[src/rtl/mem_wb_pkg.sv]
// ============================================================================
//  mem_wb_pkg : shared types and constants for the MEM/WB stage
//  Rev 1.0
// ============================================================================
`default_nettype none

package mem_wb_pkg;

  localparam int XLEN_DEF = 32;

  localparam logic [2:0] F3_B  = 3'b000;
  localparam logic [2:0] F3_H  = 3'b001;
  localparam logic [2:0] F3_W  = 3'b010;
  localparam logic [2:0] F3_BU = 3'b100;
  localparam logic [2:0] F3_HU = 3'b101;

  typedef enum logic [1:0] {
    S_IDLE  = 2'd0,
    S_WB    = 2'd1,
    S_MREQ  = 2'd2,
    S_MRESP = 2'd3
  } state_e;

endpackage

`default_nettype wire

[src/rtl/lsu_align.sv]
// ============================================================================
//  lsu_align : combinational store lane alignment and load data extraction
//  Rev 1.0
// ============================================================================
`default_nettype none

module lsu_align
  import mem_wb_pkg::*;
#(
  parameter int XLEN = XLEN_DEF
) (
  input  logic [1:0]      addr_lo_i,
  input  logic [2:0]      funct3_i,
  input  logic [XLEN-1:0] store_data_i,
  input  logic [XLEN-1:0] rdata_i,
  output logic [3:0]      we_o,
  output logic [XLEN-1:0] wdata_o,
  output logic [XLEN-1:0] ldata_o
);

  logic [7:0]  byte_sel;
  logic [15:0] half_sel;

  always_comb begin
    case (addr_lo_i)
      2'd0:    byte_sel = rdata_i[7:0];
      2'd1:    byte_sel = rdata_i[15:8];
      2'd2:    byte_sel = rdata_i[23:16];
      default: byte_sel = rdata_i[31:24];
    endcase
    half_sel = addr_lo_i[1] ? rdata_i[31:16] : rdata_i[15:0];
  end

  // Narrow stores replicate the datum across all lanes; the strobes pick the lane.
  always_comb begin
    we_o    = 4'hF;
    wdata_o = store_data_i;
    case (funct3_i)
      F3_B: begin
        we_o    = 4'b0001 << addr_lo_i;
        wdata_o = {(XLEN/8){store_data_i[7:0]}};
      end
      F3_H: begin
        we_o    = addr_lo_i[1] ? 4'b1100 : 4'b0011;
        wdata_o = {(XLEN/16){store_data_i[15:0]}};
      end
      default: ;
    endcase
  end

  always_comb begin
    ldata_o = rdata_i;
    case (funct3_i)
      F3_B:    ldata_o = {{(XLEN-8){byte_sel[7]}}, byte_sel};
      F3_BU:   ldata_o = {{(XLEN-8){1'b0}}, byte_sel};
      F3_H:    ldata_o = {{(XLEN-16){half_sel[15]}}, half_sel};
      F3_HU:   ldata_o = {{(XLEN-16){1'b0}}, half_sel};
      default: ;
    endcase
  end

endmodule

`default_nettype wire

[src/rtl/mem_wb_stage.sv]
// ============================================================================
//  mem_wb_stage : one-entry MEM/WB stage with data-memory access and WB bus
//  Rev 1.0
// ============================================================================
`default_nettype none

module mem_wb_stage
  import mem_wb_pkg::*;
#(
  parameter int XLEN  = XLEN_DEF,
  parameter int CSR_W = 4
) (
  input  logic             clk,
  input  logic             rst,
  input  logic             ex_valid,
  output logic             ex_ready,
  input  logic [XLEN-1:0]  ex_pc,
  input  logic [XLEN-1:0]  ex_result,
  input  logic [XLEN-1:0]  ex_store_data,
  input  logic             ex_is_load,
  input  logic             ex_is_store,
  input  logic [2:0]       ex_funct3,
  input  logic             ex_wb_en,
  input  logic [4:0]       ex_rd,
  input  logic             ex_isfloat_rd,
  input  logic             ex_isCSR,
  input  logic [CSR_W-1:0] ex_csr,
  input  logic             ex_isMRET,
  output logic             dm_req,
  output logic [3:0]       dm_we,
  output logic [XLEN-1:0]  dm_addr,
  output logic [XLEN-1:0]  dm_wdata,
  input  logic             dm_gnt,
  input  logic             dm_rvalid,
  input  logic [XLEN-1:0]  dm_rdata,
  output logic             WBctl,
  output logic             isfloat_rd,
  output logic [4:0]       rd,
  output logic [XLEN-1:0]  val3,
  output logic             isCSR_WB,
  output logic [CSR_W-1:0] csr_WB,
  output logic             isMRET_WB,
  output logic [XLEN-1:0]  wb_pc,
  output logic             isinstruct
);

  state_e state_q, state_d;

  logic [XLEN-1:0]  pc_q, result_q, sdata_q, val_q, val_d;
  logic             is_load_q, is_store_q, wb_en_q, isfloat_q, iscsr_q, ismret_q;
  logic [2:0]       funct3_q;
  logic [4:0]       rd_q;
  logic [CSR_W-1:0] csr_q;

  logic             accept, in_wb, in_mreq;
  logic [3:0]       al_we;
  logic [XLEN-1:0]  al_wdata, al_ldata;

  assign ex_ready = (state_q == S_IDLE) || (state_q == S_WB);
  assign accept   = ex_valid && ex_ready;
  assign in_wb    = (state_q == S_WB);
  assign in_mreq  = (state_q == S_MREQ);

  lsu_align #(.XLEN(XLEN)) u_align (
    .addr_lo_i    (result_q[1:0]),
    .funct3_i     (funct3_q),
    .store_data_i (sdata_q),
    .rdata_i      (dm_rdata),
    .we_o         (al_we),
    .wdata_o      (al_wdata),
    .ldata_o      (al_ldata)
  );

  always_comb begin
    state_d = state_q;
    val_d   = val_q;
    case (state_q)
      S_IDLE, S_WB: begin
        if (accept) begin
          val_d   = ex_result;
          state_d = (ex_is_load || ex_is_store) ? S_MREQ : S_WB;
        end else begin
          state_d = S_IDLE;
        end
      end
      S_MREQ: begin
        if (dm_gnt) begin
          if (is_store_q) begin
            state_d = S_WB;
          end else if (dm_rvalid) begin
            val_d   = al_ldata;
            state_d = S_WB;
          end else begin
            state_d = S_MRESP;
          end
        end
      end
      S_MRESP: begin
        if (dm_rvalid) begin
          val_d   = al_ldata;
          state_d = S_WB;
        end
      end
      default: state_d = S_IDLE;
    endcase
  end

  always_ff @(posedge clk) begin
    if (rst) begin
      state_q    <= S_IDLE;
      val_q      <= '0;
      pc_q       <= '0;
      result_q   <= '0;
      sdata_q    <= '0;
      is_load_q  <= 1'b0;
      is_store_q <= 1'b0;
      funct3_q   <= '0;
      wb_en_q    <= 1'b0;
      rd_q       <= '0;
      isfloat_q  <= 1'b0;
      iscsr_q    <= 1'b0;
      csr_q      <= '0;
      ismret_q   <= 1'b0;
    end else begin
      state_q <= state_d;
      val_q   <= val_d;
      if (accept) begin
        pc_q       <= ex_pc;
        result_q   <= ex_result;
        sdata_q    <= ex_store_data;
        is_load_q  <= ex_is_load;
        is_store_q <= ex_is_store;
        funct3_q   <= ex_funct3;
        wb_en_q    <= ex_wb_en;
        rd_q       <= ex_rd;
        isfloat_q  <= ex_isfloat_rd;
        iscsr_q    <= ex_isCSR;
        csr_q      <= ex_csr;
        ismret_q   <= ex_isMRET;
      end
    end
  end

  // Gating with rst withdraws an in-flight request in the reset cycle itself.
  assign dm_req   = in_mreq && !rst;
  assign dm_we    = (in_mreq && is_store_q) ? al_we : 4'h0;
  assign dm_addr  = in_mreq ? {result_q[XLEN-1:2], 2'b00} : '0;
  assign dm_wdata = (in_mreq && is_store_q) ? al_wdata : '0;

  assign WBctl      = in_wb && wb_en_q && !iscsr_q && !is_store_q && !ismret_q;
  assign isfloat_rd = in_wb && isfloat_q;
  assign rd         = in_wb ? rd_q     : '0;
  assign val3       = in_wb ? val_q    : '0;
  assign isCSR_WB   = in_wb && iscsr_q;
  assign csr_WB     = in_wb ? csr_q    : '0;
  assign isMRET_WB  = in_wb && ismret_q;
  assign wb_pc      = in_wb ? pc_q     : '0;
  assign isinstruct = in_wb;

endmodule

`default_nettype wire

[config.mk]
export PLATFORM = sky130hd
export DESIGN_NAME = mem_wb_stage
export DESIGN_NICKNAME = d
export VERILOG_FILES = /design/src/rtl/mem_wb_pkg.sv /design/src/rtl/lsu_align.sv /design/src/rtl/mem_wb_stage.sv
export SDC_FILE = /design/constraint.sdc
export NUM_CORES = 1
export LEC_CHECK = 0
export ABC_AREA = 1
export ABC_CLOCK_PERIOD_IN_PS = 2300
export BUFFER_PORTS_ARGS = -buffer_cell sky130_fd_sc_hd__buf_2
export CELL_PAD_IN_SITES_DETAIL_PLACEMENT = 2
export CELL_PAD_IN_SITES_GLOBAL_PLACEMENT = 2
export CORE_UTILIZATION = 27
export DETAILED_ROUTE_END_ITERATION = 6
export PLACE_DENSITY_LB_ADDON = 0.2
export SLEW_MARGIN = 20
export SYNTH_ARGS = -nofsm -noshare
export SYNTH_HDL_FRONTEND = slang
export SYNTH_SLANG_ARGS = --single-unit
[constraint.sdc]
create_clock -name clk -period 2.3 [get_ports clk]
set_clock_uncertainty 0.05 [all_clocks]
set_input_delay 0.23 -clock clk [delete_from_list [all_inputs] [get_ports clk]]
set_output_delay 0.23 -clock clk [all_outputs]
set_load 0.05 [all_outputs]
# Yosys cells after proc, flatten, opt, wreduce, memory -nomap -nowiden
# Index checks and enable logic that the tools add are counted.
# totals
regBits	147
input_bits	151
out_inout_bits	148
wordCells	73
# classes
eq_ne	12
shifts	1
mux	25
n_reduce_logical	22
# ops
cell	count
$mux 32	8
$pmux 32 s4	1
$pmux 32 s3	1
$pmux 32 s2	1
$pmux 8 s3	1
$mux 16	1
$mux 2	6
$mux 4	3
$logic_and 1x1->1	10
$ne 2x2->1 const B	4
$pmux 4 s2	1
$eq 2x2->1 const B	3
$eq 3x3->1 const B	2
$pmux 2 s3	1
$mux 5	1
$eq 2x1->1 const B	2
$logic_not 1->1	4
$logic_not 2->1	2
$shl 1x2->4 const A	1
$eq 3x1->1 const B	1
$logic_not 3->1	1
$reduce_and 3->1	1
$logic_or 1x1->1	2
$reduce_and 2->1	1
$reduce_or 2->1	1

# Longest topological paths before layout
# depth
ltp_word	7
depth_mapped	10
ltp_nobuf	9

# Cells and area by module
# Synthesis repeated with hierarchy kept, for this count alone.
# unflattened
cells_unflattened	1375
hier_area_um2	8600.7
# by_module_without_submodules
module	n_inst	area_each_um2	seq_area_each_um2	cells_per_inst
mem_wb_stage	1	7129.3	2942.8	1090
lsu_align	1	1471.4	0.0	285

# Least setup slack after synthesis
# OpenSTA, ideal clock, no wires.
# synth_path
path_kind	flip-flop to output port
start	register state_q[1]
end	output csr_WB[0]
t_required_ns	2.020
t_arrival_ns	2.385
setup_slack_ns	-0.365
path_buffers	3
path_stages_with_launch	7
path_cell_list	dfxtp_1 buf_6 nor2_1 inv_1 buf_2 buf_1 nor2_1
# synth_via
elab_chain_len	2
# synth_rtl
element	line	source
start, declared	mem_wb_stage.sv:47	state_e state_q, state_d;
start signal, assigned	mem_wb_stage.sv:125	state_q <= state_d;
$eq 2x1->1	mem_wb_stage.sv:61	assign in_wb = (state_q == S_WB);
via isinstruct	mem_wb_stage.sv:44	output logic isinstruct
$mux 4	mem_wb_stage.sv:155	assign csr_WB = in_wb ? csr_q : '0;
end, declared	mem_wb_stage.sv:41	output logic [CSR_W-1:0] csr_WB,
# The timed path passes the listed nets, and every way through them passes these cells.

# Worst setup path in the final report
# layout_path
start	register funct3_q[0]
end	output dm_we[0]
# layout_via
elab_chain_len	3
elab_cells_between_ends	4
classes_between	1 x eq/ne; 2 x mux; 1 x reduce/logical
# layout_rtl
element	line	source
start, declared	mem_wb_stage.sv:51	logic [2:0] funct3_q;
start signal, assigned	mem_wb_stage.sv:133	funct3_q <= ex_funct3;
$eq 3x1->1 or $logic_not 3->1 (tied branches)	lsu_align.sv:38	case (funct3_i)
$pmux 4 s2 (*)	lsu_align.sv:38	
$mux 4 (*)	mem_wb_stage.sv:146	assign dm_we = (in_mreq && is_store_q) ? al_we : 4'h0;
end, declared	mem_wb_stage.sv:30	output logic [3:0] dm_we,
# Every way passes the cells marked *; elsewhere a longest branch is shown, timed or not.

==> flow_summary.toml <==
[status]
run_status = "complete, no violations"

[sta]
setup_slack_ns = 0.126
finalSetupViolations = 0
fmaxAchievable_ghz = 0.460
period_share_pct = 94.5
grt_setup_unrepaired = "no"
finalHoldViolations = 0
max_slew_violation_count = 0
fin_tns_setup_ns = 0
worst_hold_slack_ns = 0.0147
period_needed_ns = 2.17

[layout]
filler_cell_count = 3250
post_layout_nonfiller_instances = 1701
final_nets = 1497
area_growth_syn_to_layout_pct = 35.2
drive_gt1_share_pct = 31.3

[drt]
drt-vias-per-instance = 4.79
vias = 8149
wl_um = 29800
detailedRoute.firstIterationViolations = 387
wire_per_inst_um = 17.5
postRouteAntennaNets = 0
drc = 0
drtPass1Iterations = 4

[setup_path]
cp_top_family = "simple AND/OR/NAND/NOR gates"
crit_path_cell_chain = "inv_2 -> nor2_8 -> nand2_4 -> clkinv_4 -> nand2_1 -> nand2_1 -> nor2_1 -> nor2_2 -> buf_12"
path_class = "reg -> out"
critPathMostFrequentCell = "sky130_fd_sc_hd__nand2_1"
path_max_fanout = 9
endpoint_class_of_the_critical_path = "output pin"
worstPathArrival_ns = 1.89
critical-path-slowest-cell = "sky130_fd_sc_hd__dfxtp_2"
worst-r2r-cell-count = 10
cp_launch_type = "flip-flop"
critical_path_required_ns = 2.02
path_depth = 9
cp_slowest_stage_delay_ns = 0.34
crit_path_buf_inv_count = 3

[die]
die_w_um = 167
floorplan.die_area_um2 = 27800
boundaryPins = 299
dieHeight_um = 167
initial_utilization_pct = 27.8
rows = 59
core_um2 = 26400

[clock_network]
clock_insertion_delay_worst_skew_ns = 0.41
cts_inserted_buffers = 17
clk_path_buf_depth = 2
cts_root_buffer = "sky130_fd_sc_hd__clkbuf_16"
cts_max_level = 4
tritoncts_clock_tree = "done"
clk_pin_slew_worst_paths_ns = 0.07
cts_sinks = 147

[global_route]
initial_antenna_violation_count = 9
grt_pass1_vias = 8579
global_route.usage.total_pct = 21.3
global_route.overflow_total = 0
global_route_wire_length_before_repair_um = 46400
maximum_number_of_pins_on_one_net_before_global_route_repair = 68

[hold_path]
min_path_type = "in -> reg"
hold_path_depth = 3

[power_and_ir_drop]
leakagePower_nw = 4.72
vdd.ir_drop.worst_mv = 0.338
power.density_cell_area_nw_per_um2 = 761

[logic_synthesis]
synth.yosys.seq_area_share_pct = 40.2
yosys_register_bits = 147
post_synth_cell_types = 33
postSynthAreaPerCell_um2 = 6.77
instance_count_of_the_mapped_netlist = 1082
synth.yosys.warnings = 0
synthesis.area_um2 = 7320

[place]
place_ws_ns = 0.180
dp_hpwl_um = 21700
placement.io_buffers = 296
dp_cells = 1651
finalWeightedCongestion = 0.784

[job]
cap_viol_max_count = 0
per-stage QoR:
step | utilization, % | cell area [um2] | power (W)
floorplan | - | 7350 | 0.00421
global placement | 34.5 | 9100 | 0.00473
finish | 37.5 | 9890 | 0.00753
detailed placement | 34.5 | 9100 | 0.00478
CTS | 37.2 | 9810 | 0.00763
global route | 37.5 | 9880 | 0.00795
synth_stat cells:
library cell | number | share of area [%]
sky130_fd_sc_hd__nand4_1 | 1 | 0.086
sky130_fd_sc_hd__buf_1 | 8 | 0.41
sky130_fd_sc_hd__clkinv_1 | 1 | 0.051
sky130_fd_sc_hd__inv_1 | 126 | 6.5
sky130_fd_sc_hd__or2_2 | 17 | 1.5
sky130_fd_sc_hd__buf_4 | 7 | 0.72
sky130_fd_sc_hd__nand3_1 | 14 | 0.96
sky130_fd_sc_hd__nor3_1 | 3 | 0.21
sky130_fd_sc_hd__a21oi_1 | 152 | 10
sky130_fd_sc_hd__nand2_1 | 94 | 4.8
sky130_fd_sc_hd__nand3_2 | 10 | 1.4
sky130_fd_sc_hd__a22oi_1 | 8 | 0.82
sky130_fd_sc_hd__clkinv_4 | 1 | 0.12
sky130_fd_sc_hd__buf_2 | 24 | 1.6
sky130_fd_sc_hd__o31a_1 | 1 | 0.12
sky130_fd_sc_hd__nor2_4 | 2 | 0.31
sky130_fd_sc_hd__clkbuf_1 | 33 | 1.7
sky130_fd_sc_hd__nand2_4 | 4 | 0.62
sky130_fd_sc_hd__o211ai_1 | 4 | 0.41
sky130_fd_sc_hd__conb_1 | 1 | 0.051
sky130_fd_sc_hd__o21ai_0 | 159 | 11
sky130_fd_sc_hd__buf_6 | 8 | 1.2
sky130_fd_sc_hd__nand3_4 | 1 | 0.24
sky130_fd_sc_hd__a211oi_2 | 8 | 1.4
sky130_fd_sc_hd__dfxtp_1 | 147 | 40
sky130_fd_sc_hd__a211oi_1 | 2 | 0.21
sky130_fd_sc_hd__nand2_2 | 4 | 0.34
sky130_fd_sc_hd__nor2_8 | 1 | 0.27
sky130_fd_sc_hd__o21ai_1 | 7 | 0.48
sky130_fd_sc_hd__o22ai_1 | 1 | 0.086
sky130_fd_sc_hd__o221ai_1 | 1 | 0.12
sky130_fd_sc_hd__inv_2 | 7 | 0.36
sky130_fd_sc_hd__nor2_1 | 225 | 12
final timing paths:
path	startpoint	to	slack [ns]
setup / recovery	funct3_q[0]$_SDFFE_PP0P_	dm_we[0]	0.13
hold / removal	ex_store_data[20]	sdata_q[20]$_SDFFE_PP0P_	0.01
setup reg to reg	is_store_q$_SDFFE_PP0P_	val_q[2]$_SDFFE_PP0P_	0.20
hold reg to reg	result_q[22]$_SDFFE_PP0P_	result_q[22]$_SDFFE_PP0P_	0.40
layer usage:
| layer | share of wire [%] | GRT usage (%) | routed length, um |
|---|---|---|---|
| met3 | 5.6 | 5.80 | 1670 |
| met4 | 1.6 | 5.68 | 477 |
| met1 | 43 | 24.6 | 12700 |
| met5 | 0.19 | 0 | 56 |
| met2 | 50 | 38.5 | 14900 |
placed cells by master (no fill, tap or decap), drive strengths merged:
cell           n
o31a           1
clkinvlp       4
nand2        102
o221ai         1
o22ai          1
nor2         228
o21ai        166
inv          134
dfxtp        147
nand3         25
buf          317
a211oi        10
conb           2
nand4          1
a22oi          8
nor3           3
bufinv         1
o211ai         4
or2           17
diode          7
dlygate4sd3    3
clkbuf        23
a21oi        152
clkinv         9
tightest hold or removal path, delay by kind of cell:
| family | cells | cell delay, ns |
|---|---|---|
| AND/OR/NAND/NOR | 1 | 0.07 |
| AO/OA/AOI/OAI | 1 | 0.07 |
| buffers and inverters | 1 | 0.08 |
sequential cells by signal, indices dropped and copies added, names as in the netlist, 2 cells and up:
signal	cells
val_q	32
csr_q	4
rd_q	5
pc_q	32
funct3_q	3
sdata_q	32
state_q	2
result_q	32
power by group:
part           switching (W)  internal (W)
combinational        0.00126      0.000564
clock                0.00121       0.00157
sequential          0.000117       0.00281
total                0.00259       0.00494
cells by family (layout without fill, tap and decap cells):
family	count (synthesis)	in the layout	share of synthesized area, %
buf+inv	215	491	12.7
simple gates	376	376	22.2
compound gates	343	343	24.9
flops	147	147	40.2
other cells	1	9	0.0512
layout make-up:
cell class,instances,area [um2],area share (%)
antenna,7,17.5,0.177
tap,335,419,4.24
clock inverter,12,121,1.23
inverter,135,522,5.27
clock buffer,20,457,4.62
timing repair inverter,1,7.51,0.0759
sequential,147,2950,29.8
multi-input combinational,721,3490,35.3
timing repair buffer,323,1910,19.3
repair_timing:
item | CTS | global route
endpoints found under the setup margin | 36 | 85
endpoints found under the hold margin | 3 | 0
hold buffers | 3 | 0
setup buffers | 4 | 3
pin swaps | 2 | 1
gates resized for setup | 16 | 15
cloned | 1 | 0
Note: power is estimated with default switching activity, not from simulation.
